--- config.mk ---
export PLATFORM = sky130hd
export DESIGN_NAME = mux4_rr_arbiter
export DESIGN_NICKNAME = d
export VERILOG_FILES = /design/src/rtl/mux4_rr_arbiter.sv
export SDC_FILE = /design/constraint.sdc
export NUM_CORES = 1
export LEC_CHECK = 0
export CAP_MARGIN = 40
export CORE_MARGIN = 5
export CORE_UTILIZATION = 45
export CTS_CLUSTER_DIAMETER = 60
export DETAILED_ROUTE_END_ITERATION = 12
export GPL_TIMING_DRIVEN = 0
export MAX_ROUTING_LAYER = met4
export PLACE_DENSITY = 0.79
export SYNTH_ARGS = -nofsm -noshare
export SYNTH_HDL_FRONTEND = slang
export SYNTH_SLANG_ARGS = --single-unit
--- constraint.sdc ---
create_clock -name clk -period 2.2 [get_ports clk]
set_input_delay 0.22 -clock clk [delete_from_list [all_inputs] [get_ports clk]]
set_output_delay 0.22 -clock clk [all_outputs]
set_load 0.005 [all_outputs]
--- src/rtl/mux4_rr_arbiter.sv ---
// Round-robin arbiter owning the select of a shared 4:1 mux; holds the grant until the owner releases.
// Optional forced release after MAX_HOLD grant cycles when MUX4_ARB_TIMEOUT_EN is defined.
module mux4_rr_arbiter #(
    parameter int unsigned HOLD_WIDTH = 8,
    parameter int unsigned MAX_HOLD   = 16
) (
    input  logic       clk,
    input  logic       rst,
    input  logic [3:0] req,
    input  logic [3:0] done,
    output logic [3:0] grant,
    output logic [1:0] select,
    output logic       sel_valid,
    output logic       busy,
    output logic       timeout
);

    localparam int unsigned REQ_W = 4;
    localparam int unsigned SEL_W = 2;

    typedef enum logic [1:0] {
        ST_IDLE  = 2'd0,
        ST_GRANT = 2'd1,
        ST_GAP   = 2'd2
    } state_t;

    // Elaboration-time range check on the forced-release limit
    if ((MAX_HOLD < 1) || (64'(MAX_HOLD) >= (64'(1) << HOLD_WIDTH))) begin : g_max_hold_check
        $error("mux4_rr_arbiter: MAX_HOLD must be >= 1 and < 2**HOLD_WIDTH");
    end

    state_t                  state_q, state_d;
    logic [SEL_W-1:0]        ptr_q, ptr_d;
    logic [HOLD_WIDTH-1:0]   hold_q, hold_d;
    logic [REQ_W-1:0]        grant_q, grant_d;
    logic [SEL_W-1:0]        select_q, select_d;
    logic                    sel_valid_q, sel_valid_d;
    logic                    busy_q, busy_d;
    logic                    timeout_q, timeout_d;

    logic [SEL_W-1:0]        winner;
    logic                    owner_release;
    logic                    force_release;
    logic [HOLD_WIDTH-1:0]   hold_inc;

    // First set request scanning ptr+1 .. ptr+4; the previous winner ranks last
    function automatic logic [SEL_W-1:0] rr_pick(input logic [REQ_W-1:0] r,
                                                 input logic [SEL_W-1:0] p);
        logic [SEL_W-1:0] idx;
        logic [SEL_W-1:0] pick;
        pick = p;
        for (int k = REQ_W; k >= 1; k--) begin
            idx = p + SEL_W'(k);
            if (r[idx]) begin
                pick = idx;
            end
        end
        return pick;
    endfunction

    assign winner        = rr_pick(req, ptr_q);
    assign owner_release = done[ptr_q] | ~req[ptr_q];
    assign hold_inc      = (hold_q == {HOLD_WIDTH{1'b1}}) ? hold_q : hold_q + HOLD_WIDTH'(1);

`ifdef MUX4_ARB_TIMEOUT_EN
    localparam logic [HOLD_WIDTH-1:0] HOLD_LAST = HOLD_WIDTH'(MAX_HOLD - 1);
    assign force_release = (hold_q == HOLD_LAST);
`else
    assign force_release = 1'b0;
`endif

    // State and registered-output register
    always_ff @(posedge clk or posedge rst) begin
        if (rst) begin
            state_q     <= ST_IDLE;
            ptr_q       <= SEL_W'(REQ_W - 1);
            hold_q      <= '0;
            grant_q     <= '0;
            select_q    <= '0;
            sel_valid_q <= 1'b0;
            busy_q      <= 1'b0;
            timeout_q   <= 1'b0;
        end else begin
            state_q     <= state_d;
            ptr_q       <= ptr_d;
            hold_q      <= hold_d;
            grant_q     <= grant_d;
            select_q    <= select_d;
            sel_valid_q <= sel_valid_d;
            busy_q      <= busy_d;
            timeout_q   <= timeout_d;
        end
    end

    // Next-state and next-output logic
    always_comb begin
        state_d     = state_q;
        ptr_d       = ptr_q;
        hold_d      = hold_q;
        grant_d     = grant_q;
        select_d    = select_q;
        sel_valid_d = sel_valid_q;
        busy_d      = busy_q;
        timeout_d   = 1'b0;

        case (state_q)
            ST_IDLE: begin
                grant_d     = '0;
                sel_valid_d = 1'b0;
                busy_d      = 1'b0;
                if (|req) begin
                    state_d     = ST_GRANT;
                    ptr_d       = winner;
                    hold_d      = '0;
                    grant_d     = REQ_W'(1) << winner;
                    select_d    = winner;
                    sel_valid_d = 1'b1;
                    busy_d      = 1'b1;
                end
            end

            ST_GRANT: begin
                busy_d = 1'b1;
                hold_d = hold_inc;
                if (owner_release) begin
                    state_d     = ST_GAP;
                    grant_d     = '0;
                    sel_valid_d = 1'b0;
                end else if (force_release) begin
                    // Owner keeps its ptr slot, so it ranks last next time
                    state_d     = ST_GAP;
                    grant_d     = '0;
                    sel_valid_d = 1'b0;
                    timeout_d   = 1'b1;
                end
            end

            ST_GAP: begin
                state_d     = ST_IDLE;
                grant_d     = '0;
                sel_valid_d = 1'b0;
                busy_d      = 1'b0;
            end

            default: begin
                state_d     = ST_IDLE;
                grant_d     = '0;
                sel_valid_d = 1'b0;
                busy_d      = 1'b0;
            end
        endcase
    end

    assign grant     = grant_q;
    assign select    = select_q;
    assign sel_valid = sel_valid_q;
    assign busy      = busy_q;
    assign timeout   = timeout_q;

endmodule

==> flow_summary.yaml, run 1 <==
outcome:
  status: "completed"
power:
  p_total_mw: 1.07
  powerDensity_nw_per_um2: 1290
  leakage_nw: 0.360
  irDropWorstVdd_mv: 0.743
route:
  vias_per_cell: 5.22
  wirelength_um: 1230
  vias: 485
  drc: 0
  antenna_left: 0
  drtPass1Iterations: 4
  wire_per_inst_um: 13.2
  drt_iter0_drc: 5
yosys:
  synth_fp_nets: 68
  ys_seq_area_share_pct: 49.0
  ys_warn_count: 0
  avgSynthCellArea_um2: 10.7
  syn_area_um2: 618
  postSynthCellCount: 58
  synth_cell_types: 28
  synth_seq_cells: 12
critical_path:
  crit_type: "reg -> reg"
  endpoint_kind: "register"
  crit_family: "flip-flops"
  crit_chain: "buf_6 -> a21oi_1 -> o31ai_4 -> nand2b_2 -> o2bb2ai_1"
  r2r_setup_slack_ns: 0.77
  cp.required_ns: 2.34
  crit_buf_inv: 1
  slowest_stage: "dfstp_2"
  arrival_ns: 1.58
  cp-start-kind: "register"
  crit_fanout: 10
  max_stage_delay_ns: 0.53
clocking:
  root_buffer: "clkbuf_4"
  worst_skew_pair.late_latency_ns: 0.27
  cts_hold_buf: 0
  cts_buffer_depth: 2
  postCtsSetupRepairBufs: 0
  cts-buffers-inserted: 3
  cts.sinks: 12
  cts_tree: "done"
  path_clk_slew_ns: 0.07
  cts.repair.resized: 0
  htreeDepth: 1
floorplanning:
  coreArea_um2: 1300
  die_area_um2: 2210
  io_pins: 19
  start_util_pct: 47.5
  rows: 13
  die_x_um: 47.1
  fp.dieH_um: 47.1
timing:
  final.setup.worst_slack_ns: 0.766
  setup_tns_ns: 0
  slew-limit-headroom_pct: 61.6
  tightest_slew_ns: 0.572
  fmaxAchievable_mhz: 698
  period_share_pct: 65.2
  hold_viol: 0
  min_period_ns: 1.43
  final-setup-viol-count: 0
  rsz0062_at_grt: "false"
  whs_ns: 0.249
  fin_worst_skew_ns: 0.00251
  slew_violations: 0
global_routing:
  grt_max_degree: 13
  grt_pass1_vias: 490
  antenna_found_initial: 0
  grt_overflow: 0
  grt_pass1_wl_um: 2040
  grt.total_usage_pct: 14.0
cells_and_area:
  drive_gt1_share_pct: 24.4
  diodes: 0
  final_nets: 90
  area_growth_pct: 34.2
placed_design:
  routabilityCongestion: 0.772
  dp_hpwl_um: 911
  io_buffers: 17
  pre_cts_slack_ns: 0.505
worst_hold_path:
  min_path_type: "in -> async"
run:
  max_cap_viol_count: 0
-- layout by cell type, fill, tap and decap left out --
cell	count
nand2_1	8
nor3b_1	1
nor3_1	1
a32o_2	1
dfrtp_1	10
o221ai_1	1
nor4_2	1
and3b_2	1
o31ai_4	1
clkbuf_4	3
buf_4	1
a21o_1	1
inv_1	3
o2bb2ai_1	2
nor2_1	2
nand2b_2	1
nor3_2	2
or3_1	1
dfstp_2	2
a21oi_1	6
conb_1	1
clkdlybuf4s50_1	17
o32ai_1	1
or3_4	1
o2111a_2	1
a32o_1	1
buf_6	1
nand2b_1	3
inv_2	2
nor2b_2	1
-- logic make-up (layout without fill, tap and decap cells) --
group / after synthesis / in the layout / synth area share [%]
AOI/OAI and AO/OA: 15 / 15 / 20.6
DFF: 12 / 12 / 49.0
other: 1 / 1 / 0.607
and+or+nand+nor: 23 / 23 / 23.7
buffers and inverters: 7 / 27 / 6.07
-- flip-flops by register name, summed over array words and instances, names as in the netlist --
register,flops
sel_valid,1
ptr_q,2
grant,4
select,2
busy,1
state_q,2
-- path summary, 6_finish.rpt --
kind,startpoint,depth (start not counted),to
max reg2reg,ptr_q[1],5,grant[3]
min,rst,2,grant[3]
min in group clk,sel_valid,1,sel_valid
min reg2reg,sel_valid,1,sel_valid
max in group asynchronous,rst,2,ptr_q[1]
max,ptr_q[1],5,grant[3]
-- cell type report --
class,instances,area (um^2)
Buffer,2,18.8
Clock buffer,3,22.5
Fill cell,121,472
Inverter,5,18.8
Multi-Input combinational cell,39,278
Sequential cell,12,303
Tap cell,15,18.8
Timing Repair Buffer,17,170
-- through the flow --
stage	instances	util, %	instance area [um^2]
after CTS	93	63.7	830
after detailed placement	90	62.0	807
final	93	63.7	830
after global routing	93	63.7	830
after floorplan	58	-	618
after global placement	90	62.0	807
-- where the power goes --
part           switching [mW]  internal (mW)
Clock                  0.0646         0.0633
Combinational           0.239          0.294
Sequential             0.0705          0.339
Total                   0.374          0.697
-- synth_stat cells, drive strengths merged --
master	instances	share of area, %
buf	2	3.0
dfrtp	10	40
and3b	1	1.6
a21oi	6	4.9
or3	2	2.8
nor3b	1	1.2
nand2b	4	4.5
nor3	3	4.0
o31ai	1	3.4
nor4	1	2.0
nand2	8	4.9
dfstp	2	8.5
a32o	2	3.4
nor2b	1	1.4
a21o	1	1.2
inv	5	3.0
o221ai	1	1.4
o2bb2ai	2	2.8
conb	1	0.61
o32ai	1	1.4
nor2	2	1.2
o2111a	1	2.0
-- worst reg2reg max path: cells and delay by family (launching register included) --
kind / cells / cell delay, ns
compound gates: 3 / 0.46
buf+inv: 1 / 0.13
flops: 1 / 0.53
simple gates: 1 / 0.19
-- layer usage --
| metal | share of wire, % | global-route usage [%] | vias to the layer above |
|---|---|---|---|
| met3 | 7.3 | 2.30 | 5 |
| met5 | 0 | - | - |
| met2 | 40 | 20.3 | 19 |
| li1 | - | - | 246 |
| met1 | 50 | 18.1 | 215 |
| met4 | 2.9 | 8.29 | 0 |
Note: power is estimated with default switching activity, not from simulation.
==> run 2, diff against run 1 <==
--- a/config.mk
+++ b/config.mk
@@ -7,12 +7,12 @@
 export LEC_CHECK = 0
 export CAP_MARGIN = 40
 export CORE_MARGIN = 5
-export CORE_UTILIZATION = 45
+export CORE_UTILIZATION = 39
 export CTS_CLUSTER_DIAMETER = 60
 export DETAILED_ROUTE_END_ITERATION = 12
 export GPL_TIMING_DRIVEN = 0
 export MAX_ROUTING_LAYER = met4
-export PLACE_DENSITY = 0.79
+export PLACE_DENSITY = 0.73
 export SYNTH_ARGS = -nofsm -noshare
 export SYNTH_HDL_FRONTEND = slang
 export SYNTH_SLANG_ARGS = --single-unit
==> constraint.sdc (replaced) <==
create_clock -name clk -period 1.3 [get_ports clk]
set_input_delay 0.13 -clock clk [delete_from_list [all_inputs] [get_ports clk]]
set_output_delay 0.13 -clock clk [all_outputs]
set_load 0.005 [all_outputs]
==> run 2 against run 1 <==
- the run now ends with negative setup slack left
- first-iteration DRC count is 40% higher
- clock-buffer cell count grew 1
- core utilization is 0.54 points higher
- combinational power up 120%
- critical path type unchanged
- critical endpoint is now grant[0]
- largest cell class is now multi-input combinational cells
- largest power group unchanged
- highest routed layer unchanged
==> flow_summary.yaml, run 2 (synthesized netlist as in run 1, its figures left out) <==
timing:
  slew_violations: 0
  final-setup-viol-count: 9
  min_period_ns: 1.44
  final.setup.worst_slack_ns: -0.143
  whs_ns: 0.131
  period_share_pct: 111
  fin_worst_skew_ns: 0.0109
  hold_viol: 0
  rsz0062_at_grt: "true"
  fmaxAchievable_mhz: 693
  setup_tns_ns: -1.09
placed_design:
  placedInstanceArea_um2: 808
  routabilityCongestion: 0.761
  pre_cts_slack_ns: -0.311
  place_inst: 91
  dp_hpwl_um: 931
  io_buffers: 17
cells_and_area:
  final_nets: 94
  layout_common_cells: "10 x dfrtp_1, 10 x clkdlybuf4s50_1, 7 x dlymetal6s2s_1"
  area_growth_pct: 56.7
  diodes: 0
  fin_cells: 99
  largest_register_ffs: 4
  drive_gt1_share_pct: 39.8
  post-route-util_pct: 64.3
  finish.instance_area_um2: 968
worst_hold_path:
  min_path_type: "in -> async"
critical_path:
  arrival_ns: 1.62
  r2r_end: "grant[0]"
  r2r_cells: 4
  crit_type: "reg -> reg"
  r2r_start: "ptr_q[1]"
  crit_chain: "buf_6 -> o32ai_1 -> o2111a_2 -> a32o_2"
  slowest_stage: "dfstp_2"
  endpoint: "grant[0]"
  setup.worst_path.start: "ptr_q[1]"
  cp.required_ns: 1.48
  endpoint_kind: "register"
  r2r_setup_slack_ns: -0.14
  cp-start-kind: "register"
  crit_fanout: 7
  max_stage_delay_ns: 0.55
clocking:
  cts_tree: "done"
  cts_buffer_depth: 2
  htreeDepth: 1
  worst_skew_pair.late_latency_ns: 0.28
  path_clk_slew_ns: 0.08
  cts.sinks: 12
  cts-buffers-inserted: 3
  root_buffer: "clkbuf_4"
floorplanning:
  io_pins: 19
  fp.dieH_um: 49.8
  die_area_um2: 2480
  coreArea_um2: 1510
  rows: 14
  start_util_pct: 41.0
  die_x_um: 49.8
global_routing:
  antenna_found_initial: 0
  grt_max_degree: 13
  grt.total_usage_pct: 13.0
  grt_overflow: 0
  grt_pass1_wl_um: 2420
  grt_pass1_vias: 511
outcome:
  violations: "negative setup slack"
  status: "finished, violations left"
route:
  drt_iter0_drc: 7
  wirelength_um: 1460
  wire_per_inst_um: 14.7
  drc: 0
  vias: 517
  drtPass1Iterations: 2
  antenna_left: 0
  vias_per_cell: 5.22
power:
  p_total_mw: 2.15
  powerDensity_nw_per_um2: 2220
  leakage_nw: 0.515
  irDropWorstVdd_mv: 1.30
run:
  max_cap_viol_count: 0
[run 2: changes by cell type in the layout (fill, tap and decap cells not counted), moves of 3 or more]
cell / change
clkdlybuf4s50_1: -7
dlymetal6s2s_1: +7
a21oi_1: -3
a21oi_2: +3
buf_4: +3
[run 2: how the worst min path moves through the flow]
stage / slack (ns) / endpoint
floorplan: -0.007 / busy
global placement: 0.46 / sel_valid
detailed placement: 0.46 / select[1]
CTS: 0.16 / grant[3]
global route: 0.18 / grant[3]
finish: 0.13 / grant[3]
[run 2: what timing repair did]
action                     CTS  global route
gates resized for setup     11            11
setup endpoints to repair   11            18
setup buffers                1             2
hold buffers                 0             0
cloned                       1             0
pin swaps                    6             2
[run 2: layout make-up]
| type | count | area (um^2) |
|---|---|---|
| Fill cell | 132 | 538 |
| Multi-Input combinational cell | 39 | 357 |
| Sequential cell | 12 | 303 |
| Timing Repair Buffer | 21 | 215 |
| Clock buffer | 4 | 36.3 |
| Tap cell | 16 | 20.0 |
| Buffer | 2 | 18.8 |
| Inverter | 5 | 18.8 |
[run 2: critical path: cells and delay by family (launching register included)]
family	cells	cell delay [ns]
AOI/OAI and AO/OA	3	0.66
buffers and inverters	1	0.13
DFF	1	0.55
[run 2: power breakdown]
| group | switching (mW) | leakage (nW) | internal [mW] |
|---|---|---|---|
| clock network | 0.134 | 0.0210 | 0.171 |
| registers | 0.119 | 0.146 | 0.573 |
| logic | 0.534 | 0.348 | 0.618 |
| total | 0.787 | 0.515 | 1.36 |
[run 2: per-layer routing]
layer  vias up  GRT usage, %  part of all wire, %
met5         -             -                    0
met4         0          7.42                  2.1
met3         5          3.61                  6.6
met2        20          18.2                   47
met1       238          16.6                   44
li1        254             -                    -
==> run 3, diff against run 2 <==
--- a/config.mk
+++ b/config.mk
@@ -7,12 +7,12 @@
 export LEC_CHECK = 0
 export CAP_MARGIN = 40
 export CORE_MARGIN = 5
-export CORE_UTILIZATION = 39
+export CORE_UTILIZATION = 44
 export CTS_CLUSTER_DIAMETER = 60
 export DETAILED_ROUTE_END_ITERATION = 12
 export GPL_TIMING_DRIVEN = 0
 export MAX_ROUTING_LAYER = met4
-export PLACE_DENSITY = 0.73
+export PLACE_DENSITY = 0.78
 export SYNTH_ARGS = -nofsm -noshare
 export SYNTH_HDL_FRONTEND = slang
 export SYNTH_SLANG_ARGS = --single-unit
==> constraint.sdc (replaced) <==
create_clock -name clk -period 1.6 [get_ports clk]
set_input_delay 0.16 -clock clk [delete_from_list [all_inputs] [get_ports clk]]
set_output_delay 0.16 -clock clk [all_outputs]
set_load 0.005 [all_outputs]
==> run 3 against run 2 <==
- the flow now finishes without violations
- sequential power shrank 18%
- register-to-register slack better by 0.28 ns
- die area decreased by 9.1%
- combinational power is 36% lower
- critical path depth unchanged
- largest cell class is now flip-flops and latches
- final cell count is 6.1% lower
- non-clock buffer count decreased by 4
- largest power group unchanged
- design area shrank 14%
- via count down 6.8%
- worst setup slack improved by 0.28 ns
==> flow_summary.yaml, run 3 (synthesized netlist as in run 1, its figures left out) <==
outcome:
  status: "completed"
route:
  antenna_left: 0
  drt_iter0_drc: 8
  wire_per_inst_um: 13.5
  wirelength_um: 1260
  vias: 482
  drtPass1Iterations: 3
  vias_per_cell: 5.18
  drc: 0
critical_path:
  crit_chain: "and3b_2 -> o31ai_4 -> nand2b_2 -> o2bb2ai_1"
  cp.required_ns: 1.73
  slowest_stage: "dfstp_2"
  max_stage_delay_ns: 0.58
  crit_type: "reg -> reg"
  cp-start-kind: "register"
  crit_fanout: 7
  endpoint_kind: "register"
  arrival_ns: 1.60
power:
  irDropWorstVdd_mv: 1.00
  p_total_mw: 1.48
  powerDensity_nw_per_um2: 1780
  leakage_nw: 0.360
clocking:
  cts_hold_buf: 0
  path_clk_slew_ns: 0.06
  cts.sinks: 12
  cts_tree: "done"
  cts.repair.resized: 0
  cts-buffers-inserted: 3
  root_buffer: "clkbuf_4"
  postCtsSetupRepairBufs: 0
  htreeDepth: 1
  worst_skew_pair.late_latency_ns: 0.26
  cts_buffer_depth: 2
floorplanning:
  start_util_pct: 46.9
  coreArea_um2: 1320
  fp.dieH_um: 47.5
  io_pins: 19
  die_x_um: 47.5
  die_area_um2: 2250
  rows: 13
global_routing:
  antenna_found_initial: 0
  grt.total_usage_pct: 14.1
  grt_overflow: 0
  grt_pass1_vias: 488
  grt_max_degree: 13
  grt_pass1_wl_um: 2130
placed_design:
  io_buffers: 17
  dp_hpwl_um: 987
  routabilityCongestion: 0.777
  pre_cts_slack_ns: -0.0754
  placedInstanceArea_um2: 807
timing:
  fin_worst_skew_ns: 0.00210
  fmaxAchievable_mhz: 684
  setup_tns_ns: 0
  min_period_ns: 1.46
  slew_violations: 0
  final-setup-viol-count: 0
  period_share_pct: 91.4
  slew-limit-headroom_pct: 60.7
  final.setup.worst_slack_ns: 0.137
  hold_viol: 0
  tightest_slew_ns: 0.586
  rsz0062_at_grt: "false"
cells_and_area:
  final_nets: 90
  area_growth_pct: 34.2
  layout_common_cells: "17 x clkdlybuf4s50_1, 10 x dfrtp_1, 8 x nand2_1"
  diodes: 0
  drive_gt1_share_pct: 24.4
  finish.instance_area_um2: 830
  final_common_cell: "clkdlybuf4s50_1"
  largest_register_ffs: 4
worst_hold_path:
  min_path_type: "in -> async"
run:
  max_cap_viol_count: 0
run 3: stage by stage:
step | hold WS (ns) | std cells | util, %
floorplan | 0.0233 | 58 | -
global placement | 0.469 | 90 | 61.3
detailed placement | 0.465 | 90 | 61.3
CTS | 0.199 | 93 | 63.0
global route | 0.233 | 93 | 63.0
finish | 0.192 | 93 | 63.0
run 3: layer usage:
metal  track usage [%]  up-vias  wire length [um]  part of all wire [%]
li1                  -      246                 -                     -
met1              19.2      214               585                    46
met2              20.1       18               547                    43
met3              2.63        4               108                   8.6
met4              6.63        0                19                   1.5
met5                 -        -                 0                     0
run 3: worst max-delay path, delay by kind of cell (launching register included):
| kind | cells | cell delay, ns |
|---|---|---|
| and+or+nand+nor | 2 | 0.43 |
| AOI/OAI and AO/OA | 2 | 0.33 |
| DFF | 1 | 0.58 |
run 3: report_power, final:
part,internal (mW),leakage (nW),total (mW),switching [mW]
Sequential,0.467,0.146,0.569,0.102
Clock,0.0868,0.0138,0.170,0.0831
Combinational,0.404,0.200,0.737,0.333
Total,0.958,0.360,1.48,0.518
run 3: final timing paths:
check | start | slack, ns | end | cells past startpoint
setup reg to reg | ptr_q[0] | 0.14 | grant[3] | 4
min in group clk | sel_valid | 0.49 | sel_valid | 1
setup / recovery | ptr_q[0] | 0.14 | grant[3] | 4
max in group asynchronous | rst | 1.08 | ptr_q[1] | 2
hold reg to reg | sel_valid | 0.49 | sel_valid | 1
hold / removal | rst | 0.19 | grant[0] | 2
run 3: cell type report:
type / count / area [um^2]
clock buffer: 3 / 22.5
multi-input combinational: 39 / 278
tap: 15 / 18.8
buffer: 2 / 18.8
fill: 122 / 488
sequential: 12 / 303
timing repair buffer: 17 / 170
inverter: 5 / 18.8
